`config.mk`:
```
export PLATFORM = sky130hd
export DESIGN_NAME = hpdcache_l15_req_arbiter
export DESIGN_NICKNAME = d
export VERILOG_FILES = /design/src/rtl/hpdcache_l15_req_arbiter_pkg.sv /design/src/rtl/hpdcache_l15_req_arbiter_rrarb.sv /design/src/rtl/hpdcache_l15_req_arbiter.sv
export SDC_FILE = /design/constraint.sdc
export NUM_CORES = 1
export LEC_CHECK = 0
export ABC_AREA = 1
export BUFFER_PORTS_ARGS = -buffer_cell sky130_fd_sc_hd__buf_2
export CORE_AREA = 8 8 63 65
export DETAILED_ROUTE_END_ITERATION = 16
export DIE_AREA = 0 0 71 73
export PLACE_DENSITY_LB_ADDON = 0.12
export SLEW_MARGIN = 20
export SYNTH_ARGS = -nofsm -noshare
export SYNTH_HDL_FRONTEND = slang
export SYNTH_SLANG_ARGS = --single-unit
export TNS_END_PERCENT = 30
```
`constraint.sdc`:
```
create_clock -name clk_i -period 4.4 [get_ports clk_i]
set_clock_uncertainty 0.1 [all_clocks]
set_input_delay 0.44 -clock clk_i [delete_from_list [all_inputs] [get_ports clk_i]]
set_output_delay 0.44 -clock clk_i [all_outputs]
set_load 0.01 [all_outputs]
```
`src/rtl/hpdcache_l15_req_arbiter_pkg.sv`:
```
// Shared helpers for the L1.5 request arbiter slice.
package hpdcache_l15_req_arbiter_pkg;

  function automatic int unsigned idx_width(input int unsigned n);
    return (n > 1) ? $clog2(n) : 1;
  endfunction

  // Single-step modulo: idx is never more than 2*n-2 at the call sites.
  function automatic int unsigned rr_wrap(input int unsigned idx, input int unsigned n);
    return (idx >= n) ? idx - n : idx;
  endfunction

endpackage

```
`src/rtl/hpdcache_l15_req_arbiter_rrarb.sv`:
```
// N-way round-robin arbiter: one-hot grant starting at the pointer, pointer
// moves past the winner when en is asserted.
module hpdcache_rrarb
  import hpdcache_l15_req_arbiter_pkg::*;
#(
  parameter int unsigned N  = 4,
  parameter int unsigned PW = idx_width(N)
) (
  input  logic          clk,
  input  logic          rst_n,
  input  logic [N-1:0]  req,
  input  logic          en,
  output logic [N-1:0]  gnt,
  output logic [PW-1:0] gnt_idx
);

  logic [PW-1:0] ptr;
  logic          found;

  always_comb begin
    gnt     = '0;
    gnt_idx = '0;
    found   = 1'b0;
    for (int unsigned off = 0; off < N; off++) begin
      if (!found && req[rr_wrap(int'(ptr) + off, N)]) begin
        found   = 1'b1;
        gnt[rr_wrap(int'(ptr) + off, N)] = 1'b1;
        gnt_idx = PW'(rr_wrap(int'(ptr) + off, N));
      end
    end
  end

  always_ff @(posedge clk or negedge rst_n) begin
    if (!rst_n) begin
      ptr <= '0;
    end else if (en) begin
      ptr <= PW'(rr_wrap(int'(gnt_idx) + 1, N));
    end
  end

endmodule

```
`src/rtl/hpdcache_l15_req_arbiter.sv`:
```
// Round-robin N-to-1 arbiter into a one-entry output slot, with a per-ID
// routing table that steers responses back to the issuing port.
module hpdcache_l15_req_arbiter
  import hpdcache_l15_req_arbiter_pkg::*;
#(
  parameter int unsigned N = 4,
  parameter type req_t        = logic,
  parameter type req_id_t     = logic,
  parameter type req_portid_t = logic
) (
  input  logic        clk_i,
  input  logic        rst_ni,
  input  logic [N-1:0] req_valid_i,
  output logic [N-1:0] req_ready_o,
  input  req_t        req_i    [N],
  input  req_id_t     req_id_i [N],
  output logic        mem_req_valid_o,
  input  logic        mem_req_ready_i,
  output req_t        mem_req_o,
  output req_id_t     mem_req_id_o,
  input  logic        mem_resp_valid_i,
  input  logic        mem_resp_ready_i,
  input  req_id_t     mem_resp_id_i,
  output req_portid_t mem_resp_sel_o
);

  localparam int unsigned RT_DEPTH = 2 ** $bits(req_id_t);
  localparam int unsigned PW       = idx_width(N);

  logic [RT_DEPTH-1:0] rt_valid;
  req_portid_t         rt_port [RT_DEPTH];

  logic [N-1:0]  eligible;
  logic [N-1:0]  arb_req;
  logic [N-1:0]  gnt;
  logic [PW-1:0] gnt_idx;
  logic          slot_free;
  logic          grant;
  logic          resp_fire;
  req_id_t       gnt_id;

  // An ID already in flight blocks its requester until the response retires it.
  always_comb begin
    eligible = '0;
    for (int unsigned i = 0; i < N; i++) begin
      eligible[i] = req_valid_i[i] & ~rt_valid[req_id_i[i]];
    end
  end

  assign slot_free = ~mem_req_valid_o | mem_req_ready_i;
  assign arb_req   = eligible & {N{slot_free}};
  assign grant     = |gnt;
  assign gnt_id    = req_id_i[gnt_idx];
  assign resp_fire = mem_resp_valid_i & mem_resp_ready_i;

  assign req_ready_o    = gnt;
  assign mem_resp_sel_o = rt_port[mem_resp_id_i];

  hpdcache_rrarb #(
    .N  (N),
    .PW (PW)
  ) i_rrarb (
    .clk     (clk_i),
    .rst_n   (rst_ni),
    .req     (arb_req),
    .en      (grant),
    .gnt     (gnt),
    .gnt_idx (gnt_idx)
  );

  always_ff @(posedge clk_i or negedge rst_ni) begin
    if (!rst_ni) begin
      mem_req_valid_o <= 1'b0;
      mem_req_o       <= '0;
      mem_req_id_o    <= '0;
    end else if (grant) begin
      mem_req_valid_o <= 1'b1;
      mem_req_o       <= req_i[gnt_idx];
      mem_req_id_o    <= gnt_id;
    end else if (mem_req_ready_i) begin
      mem_req_valid_o <= 1'b0;
    end
  end

  // Clear and set never hit the same ID: a granted ID was not in flight.
  always_ff @(posedge clk_i or negedge rst_ni) begin
    if (!rst_ni) begin
      rt_valid <= '0;
      rt_port  <= '{default: '0};
    end else begin
      if (resp_fire) begin
        rt_valid[mem_resp_id_i] <= 1'b0;
      end
      if (grant) begin
        rt_valid[gnt_id] <= 1'b1;
        rt_port[gnt_id]  <= req_portid_t'(gnt_idx);
      end
    end
  end

  resp_known_a : assert property (@(posedge clk_i) disable iff (!rst_ni)
    resp_fire |-> rt_valid[mem_resp_id_i])
    else $error("response handshake on id %0d with no outstanding request", mem_resp_id_i);

endmodule
```
[Word-level counts from Yosys, hierarchy flattened]
Index checks and enable logic that the tools add are counted.
Storage, ports and cells
  memories: 0
  bits in read-only memories: 0
  register bits after elaboration: 9
  input bits: 18
  latch bits: 0
  word-level logic and storage cells: 137
  memory bits (writable): 0
Operators by class
  reduce and logical (&&, ||, !) cells: 15
  muxes and demuxes: 60
  multiply operators: 0
  equality and inequality tests: 0
  magnitude comparators: 25
  $add $sub $neg: 9
  bitwise logic cells: 21
  shifts and indexed selects: 0
  divide/modulo/power cells: 0
Operators with widths (number)
  greater-or-equal comparator 32 x 1 -> 1 bit (second input constant): 4
  < comparator 32 x 3 -> 1 bit (second input constant): 4
  2-to-1 mux 32 bit: 4
  greater-or-equal comparator 32 x 3 -> 1 bit (second input constant): 3
  subtractor 32 x 3 -> 32 bit (second input constant): 3
  2-to-1 mux 1 bit: 31
  2-to-1 mux 4 bit: 4
  2-to-1 mux 2 bit: 7
  binary-select mux 1 bit (select 2 bit): 6
  < comparator 1 x 2 -> 1 bit (second input constant): 6
  OR 4 bit: 3
  logical AND 1 bit: 10
  demux 1 bit (select 2 bit): 4
  adder 2 x 1 -> 3 bit (second input constant): 2
  adder 2 x 2 -> 3 bit (second input constant): 2
  greater-or-equal comparator 3 bit (second input constant): 2
  bitwise AND 1 bit: 5
  inverter 1 bit: 5
  bitwise AND 4 bit: 1
  greater-or-equal comparator 2 bit (second input constant): 2
  inverter 1 -> 2 bit: 2
  OR reduction 4 bit: 1
  subtractor 2 x 3 -> 4 bit (second input constant): 1
  demux 1 bit (select 1 bit): 3
  other kinds (12): 15

[Logic depth before layout (Yosys ltp)]
Gate-level depths: netlist of the first run.
  depth in word-level cells: 27
  mapped depth: 17
  depth with buffers taken out: 17

[Cells and area by module]
A second synthesis of the first run with hierarchy kept.
Unflattened totals
  cells, all modules: 160
  area total of the unflattened synthesis: 1094.8 µm²
By module, submodules not included
  hpdcache_rrarb: times used 1, cells each 92, area an instance 605.6 µm², sequential area each 50.0 µm²
  hpdcache_l15_req_arbiter: times used 1, cells each 68, area an instance 489.2 µm², sequential area each 175.2 µm²

[Least setup slack after synthesis of the first run]
Ideal clock, no wire load.
  path kind: flip-flop to flip-flop
  from: reg i_rrarb.ptr[0]
  to: reg rt_port[0] (netlist name)
  clock period less this slack: 2.328 ns
  arrival time: 2.112 ns
  setup slack: 2.072 ns
  stages on the path, launching flop included: 15
  path buffers: 0
  path through: dfrtp_1 > inv_2 > ha_1 > inv_1 > nand3_1 > nand2_2 > nand3_1 > nor2_2 > nand2_1 > nand2_1 > nor2_4 > nand2_4 > nand3_2 > nand2_1 > nand2_1
RTL lines
  start, declared: RTL line hpdcache_l15_req_arbiter_rrarb.sv:17  | logic [PW-1:0] ptr;
  start signal, assigned: RTL line hpdcache_l15_req_arbiter_rrarb.sv:37  | ptr <= PW'(rr_wrap(int'(gnt_idx) + 1, N));
  parallel branches: the longest is 13 deep, another holds subtractor 32 x 3 -> 32 bit
  2-to-1 mux 4 bit *: RTL line hpdcache_l15_req_arbiter_rrarb.sv:25  | if (!found && req[rr_wrap(int'(ptr) + off, N)]) begin
  named net req_ready_o[0]: RTL line hpdcache_l15_req_arbiter.sv:14  | output logic [N-1:0] req_ready_o,
  OR reduction 4 bit *: RTL line hpdcache_l15_req_arbiter.sv:52  | assign grant = |gnt;
  end signal, assigned by index: RTL line hpdcache_l15_req_arbiter.sv:96  | rt_port[gnt_id] <= req_portid_t'(gnt_idx);
  end, declared: RTL line hpdcache_l15_req_arbiter.sv:31  | req_portid_t rt_port [RT_DEPTH];
Mark *: on every way through the listed nets, which the timed path passes. The select of a mux whose other input is x is not followed.
A chain may end at the register's enable or synchronous reset.

[Final worst setup path of the first run]
  from: reg i_rrarb.ptr[0]
  to: out req_ready_o[3]
On the way
  cells in the longest elaborated chain, start to end: 14
RTL lines (RTL line)
  parallel branches: the longest is 13 deep, another holds subtractor 32 x 3 -> 32 bit
  2-to-1 mux 4 bit *: hpdcache_l15_req_arbiter_rrarb.sv:25
  end, declared: hpdcache_l15_req_arbiter.sv:14
Mark *: on every way between the ends. The select of a mux whose other input is x is not followed.

==> results.ini, run 1 <==
[synth]
synthDistinctLibCells=18
netlist_instances=191
synthesis.nets=216
synth.area.top_cells=nand2_1 (21%), dfrtp_1 (20%), nand3_1 (14%)
ys_ff_latch=9
yosys_warnings=0
yosys.area.top_type=nand2_1
ys_seq_area_frac=0.1989
synth_top_area_share=0.2122
postSynthAreaPerCell_um2=5.928
netlist_area_um2=1132

[cts]
cts.sinks=9
cts_resized=0
clock_latency_ns=0.27
tritoncts=built
cts_made_buffers=3
clockRootBuffer=clkbuf_4
path_clk_slew_ns=0.06
cts_max_level=1
clockBufferDepth=2

[drt]
avgRoutedWirePerCell_um=11.76
drt-pass1-iter-count=4
first_iter_violations=99
dr_total_vias=1244
drc=0
wl_um=2976
via_per_inst=4.917
drtAntennaViolNets=0

[cells_and_area]
drive_gt1_frac=0.2591
design_area_um2=1324
num_antenna_cells=0
layout-area-overhead-vs-synth_pct=16.91
final_util=0.4483
fin_nets=246

[timing]
hold_viol_final=0
fin_crit_sh=0.6723
rsz0062_at_grt=false
min_period_ns=2.958
whs_ns=0.2985
tns_ns=0
setup_viol=0
fmax_ghz=0.3380
slew_violations=0
finalWorstSetupSlack_ns=1.442
worstMarginPinSlew_ns=0.3514
slew_headroom=0.7657

[floorplanning]
die_w_um=71
num_io_pins=26
die_y_um=73
fp.coreArea_um2=2953
initial_core_util=0.3835
dieArea_um2=5183
core.rowCount=20

[flow_run]
cap_violations=0

[worst_setup_path]
start_kind=flop
critPathRequiredTime_ns=3.86
worstPathArrival_ns=2.42
crit_path_end_kind=primary output
worstPathMaxFanout=10
worstSetupPathType=flop to primary output

[place]
place_area_um2=1287
place_congestion=0.8183
hpwl_um=2524
place_ws_ns=1.725
numPortBuffers=25

[grt]
grtUsageTotal=0.1248
overflow=0
grt_start_max_net_pins=13
antenna_found_initial=0
grt_pass1_vias=1270
grt_pass1_wl_um=5354

[power]
p_leak_uw=0.0007817
irDropWorstVdd_uv=489.1
power_density_nw_per_um2=928.3

[hold_path]
hold_path.class=primary input to flop

[status]
status=completed

registers in the layout, indices dropped and copies added, names as in the netlist:
name	cells
i_rrarb.ptr	2
rt_port	2
rt_valid	2
mem_req_id_o	1
mem_req_o	1
mem_req_valid_o	1
worst paths after layout:
kind                            slack [ns]                     endpoint                  startpoint  cells after the start
max in group asynchronous             3.57  mem_req_valid_o$_DFFE_PN0P_                      rst_ni                      2
worst max-delay path                  1.44               req_ready_o[3]  i_rrarb.ptr[0]$_DFFE_PN0P_                     10
worst min-delay path                  0.30  mem_req_valid_o$_DFFE_PN0P_             mem_req_ready_i                      2
worst min register to register        0.37        mem_req_o$_DFFE_PN0P_       mem_req_o$_DFFE_PN0P_                      2
worst max register to register        1.78        rt_valid[1]$_DFF_PN0_  i_rrarb.ptr[0]$_DFFE_PN0P_                     12
min in group asynchronous             0.44        mem_req_o$_DFFE_PN0P_                      rst_ni                      2
synth_stat cells:
library cell  count
buf_6             1
nand3_1          32
nand2_4           2
nand2_1          64
ha_1              7
nor2_4            2
nor2_2            5
dfrtp_1           9
a21oi_1           2
inv_2             6
o21ai_0           3
nand2_2           8
o21ai_1           3
nor2_1           19
nand4_1           2
clkinv_1          2
nand3_2           6
inv_1            18
logic make-up after synthesis:
| group | after synthesis | share of synthesized area |
|---|---|---|
| AO/OA/AOI/OAI | 8 | 0.03535 |
| adder cells (fa/ha/maj) | 7 | 0.07734 |
| AND/OR/NAND/NOR | 140 | 0.5923 |
| buffers and inverters | 27 | 0.09613 |
| flip-flops | 9 | 0.1989 |
worst max-delay path: stages (launching register included):
cell,delay [ns]
dfrtp_1,0.55
inv_2,0.17
ha_1,0.38
inv_1,0.13
nand3_1,0.10
nand2_2,0.11
nand3_1,0.15
nor2_2,0.21
nand2_1,0.07
nand2_1,0.12
buf_2,0.15
per-layer routing:
layer,up-vias,global-route usage,part of all wire
met3,7,0.01923,0.042
met2,25,0.2389,0.50
met4,0,0.04850,0.018
met5,-,0,0
li1,660,-,-
met1,552,0.1330,0.44
final cells by class:
type                       instances  area [um^2]
fill                             315         1629
inverter                          26        97.59
sequential                         9        225.2
timing repair buffer              26        135.1
tap                               33        41.29
multi-input combinational        155        798.3
clock buffer                       4        26.28
cells in the final DEF (no fill, tap or decap):
cell / instances
nand2_1: 64
nand2_4: 2
nand4_1: 2
clkbuf_1: 1
nand3_1: 32
clkinv_1: 2
o21ai_0: 3
nor2_1: 19
dfrtp_1: 9
buf_2: 25
inv_1: 18
ha_1: 7
dlygate4sd3_1: 1
clkbuf_4: 3
a21oi_1: 2
nand3_2: 6
nand2_2: 8
inv_2: 6
o21ai_1: 3
nor2_4: 2
nor2_2: 5
metrics by stage:
stage	power (uW)	cells
2_1_floorplan	953.0	191
3_3_place_gp	1169	248
3_5_place_dp	1172	248
4_1_cts	1244	253
5_1_grt	1386	253
6_report	1229	253
repair_timing:
item	in CTS	in global routing
hold buffers	1	0
hold endpoints to repair	9	0
setup buffers	0	0
power breakdown:
part | switching (uW) | internal (uW) | leakage, uW
Clock | 31.1 | 35.1 | 0.0000150
Combinational | 663 | 325 | 0.000660
Sequential | 43.5 | 131 | 0.000107
(Power assumes the default switching activity.)
==> inputs of run 2 (changes only) <==
Settings changed: ABC_AREA 1 to 0.
Clock period 4.4 ns to 2.5 ns, I/O delays scaled along.
==> run 2 against run 1 <==
Effect of this change:
- the flow now finishes with violations (setup timing)
- combinational power is 140% higher
- sequential share of layout area is 4.4 points lower
- clock-buffer cell count stayed put
- utilization is 17 points higher
- non-clock buffer count is 42 higher
- final cell count is 9.5% lower
- clock power is 90% higher
- synthesized area is 0.66% lower
- via count is 11% higher
==> results.ini, run 2 <==
[cts]
cts_max_level=1
cts.sinks=9
clockBufferDepth=2
clockRootBuffer=clkbuf_4
path_clk_slew_ns=0.07
cts_made_buffers=3
tritoncts=built
clock_latency_ns=0.27

[drt]
wl_met2_um=2142
met1_length_um=1732
drc=0
wl_met3_um=210
avgRoutedWirePerCell_um=18.08
first_iter_violations=86
drtAntennaViolNets=0
routed.top_layer=met4
drt-pass1-iter-count=4
dr_total_vias=1377
via_per_inst=6.013
wl_um=4141

[status]
status=finished, violations left
violations=setup timing

[synth]
ys_ff_latch=9
postSynthAreaPerCell_um2=8.788
synth_compound_area_frac=0.2614
synth_mux_area_frac=0.2047
synth.area.top_cells=dfrtp_1 (20%), mux2i_1 (12%), ha_1 (7.8%)
synthDistinctLibCells=42
synthArstFlopShare=1.000
synthMostInstantiatedCell=mux2i_1
synthAdderAreaFrac=0.07786
synth_top_area_share=0.2002
netlist_instances=128
synth_xor_xnor_area_share=0.007786
netlist_area_um2=1125
synthFlopType=dfrtp_1
synthesis.nets=153
ys_seq_area_frac=0.2002
synth_top_family_by_area=compound AO/OA/AOI/OAI gates
synth-simple-area-share=0.2102
synth_common_cells=mux2i_1 (14), nor2_1 (11), dfrtp_1 (9), nand3_1 (9)
synth_edf_count=0
yosys_warnings=0
yosys.area.top_type=dfrtp_1

[cells_and_area]
fin_nets=222
layout_commonest_cell=buf_4
design_area_um2=1826
num_antenna_cells=0
layout_common_cells=buf_4 (40), buf_2 (24), nor2_1 (9), mux2i_1 (9)
reg_top3=i_rrarb.ptr: 2 flops, rt_port: 2 flops, rt_valid: 2 flops
drive_gt1_frac=0.5816
layout-area-overhead-vs-synth_pct=62.29

[floorplanning]
core.rowCount=20
die_y_um=73
die_w_um=71
initial_core_util=0.3809
fp.coreArea_um2=2953
num_io_pins=26
dieArea_um2=5183

[timing]
setup_viol=13
worstMarginPinSlew_ns=0.3576
rsz0062_at_grt=true
hold_viol_final=0
slew_violations=0
finalWorstSetupSlack_ns=-0.2906
fin_crit_sh=1.116
min_period_ns=2.791
slew_headroom=0.7598
fmax_ghz=0.3583

[flow_run]
cap_violations=0

[power]
finalPower_uw=2796
irDropWorstVdd_uv=783.7
power_density_nw_per_um2=1532
p_leak_uw=0.0008198

[worst_setup_path]
start_kind=flop
worstPathMaxFanout=6
critPathRequiredTime_ns=2.55
crit_path_end_kind=flop
worstPathArrival_ns=2.84
worstSetupPathType=flop to flop

[grt]
antenna_found_initial=0
grt_pass1_vias=1450
overflow=0
grtUsageTotal=0.1692
grt_pass1_wl_um=7100
grt_start_max_net_pins=14

[place]
place_area_um2=1600
place_congestion=0.8708
hpwl_um=3060
numPortBuffers=25

[hold_path]
hold_path.class=primary input to flop

==> run 2: cell count changes in the layout (fill, tap and decap cells not counted), moves of 9 or more <==
cell,previous run,this run
nand3_1,32,6
nor2_1,19,9
inv_1,18,2
buf_4,0,40
nand2_1,64,5
mux2i_1,0,9
==> run 2: metrics by stage <==
| stage | worst slack (ns) | hold slack [ns] | TNS [ns] | util | instances |
|---|---|---|---|---|---|
| after CTS | -0.2383 | 0.1786 | -2.084 | 0.6064 | 227 |
| after global placement | -0.3810 | 0.01561 | -2.520 | 0.5419 | 220 |
| final | -0.2906 | 0.1845 | -2.343 | 0.6182 | 229 |
| after floorplan | -0.1862 | -0.1456 | -0.7232 | - | 128 |
| after detailed placement | -0.3782 | 0.02197 | -2.804 | 0.5419 | 220 |
| after global routing | -0.3869 | 0.1951 | -3.909 | 0.6182 | 229 |
==> run 2: per-layer routing <==
| metal | track usage | vias up |
|---|---|---|
| li1 | - | 644 |
| met1 | 0.1845 | 675 |
| met2 | 0.3100 | 49 |
| met3 | 0.04396 | 9 |
| met4 | 0.05543 | 0 |
| met5 | 0 | - |
==> run 2: logic make-up (layout without fill, tap and decap cells) <==
kind of cell,after synthesis,count (layout)
AND/OR/NAND/NOR,45,45
adder cells (fa/ha/maj),7,7
flip-flops,9,9
XOR/XNOR,1,1
AO/OA/AOI/OAI,36,36
buffers and inverters,10,78
multiplexers,20,20
==> run 2: cell type report <==
class	count	area [um^2]
fillers	253	1127
multi-input cells	109	1031
repair buffers	68	464.2
flip-flops and latches	9	230.2
well taps	33	41.29
inverters	6	32.53
clock buffers	4	26.28
==> run 2: worst paths after layout <==
path                                                from                        to  slack [ns]  depth (start not counted)
worst max register to register     rt_valid[0]$_DFF_PN0_    rt_port[0]$_DFFE_PN0P_       -0.29                         11
worst min register to register  mem_req_id_o$_DFFE_PN0P_  mem_req_id_o$_DFFE_PN0P_        0.43                          1
worst max-delay path               rt_valid[0]$_DFF_PN0_    rt_port[0]$_DFFE_PN0P_       -0.29                         11
worst min-delay path                       mem_resp_id_i     rt_valid[0]$_DFF_PN0_        0.18                          3
max in group asynchronous                         rst_ni     rt_valid[1]$_DFF_PN0_        1.81                          2
min in group asynchronous                         rst_ni  mem_req_id_o$_DFFE_PN0P_        0.28                          2
==> run 2: power breakdown <==
| group | internal, uW | switching [uW] |
|---|---|---|
| clock | 61.9 | 63.8 |
| sequential | 228 | 86.4 |
| combinational | 1190 | 1160 |
==> run 2: repair_timing <==
| item | CTS | global route |
|---|---|---|
| hold buffers | 1 | 0 |
| pin swaps | 11 | 3 |
| endpoints found under the hold margin | 9 | 0 |
| endpoints found under the setup margin | 13 | 13 |
| cloned | 1 | 0 |
| buffers inserted | 1 | 2 |
| gates resized for setup | 29 | 9 |
==> run 2: worst max-delay path, stage by stage (launching register included) <==
cell and delay (ns):
dfrtp_2 0.49, mux2i_4 0.24, and3_4 0.23, buf_4 0.11, o22a_1 0.12, o22a_1 0.21, nand2_4 0.11, o31ai_4 0.32
buf_4 0.18, mux2_4 0.29, a32oi_2 0.16, o211ai_1 0.10
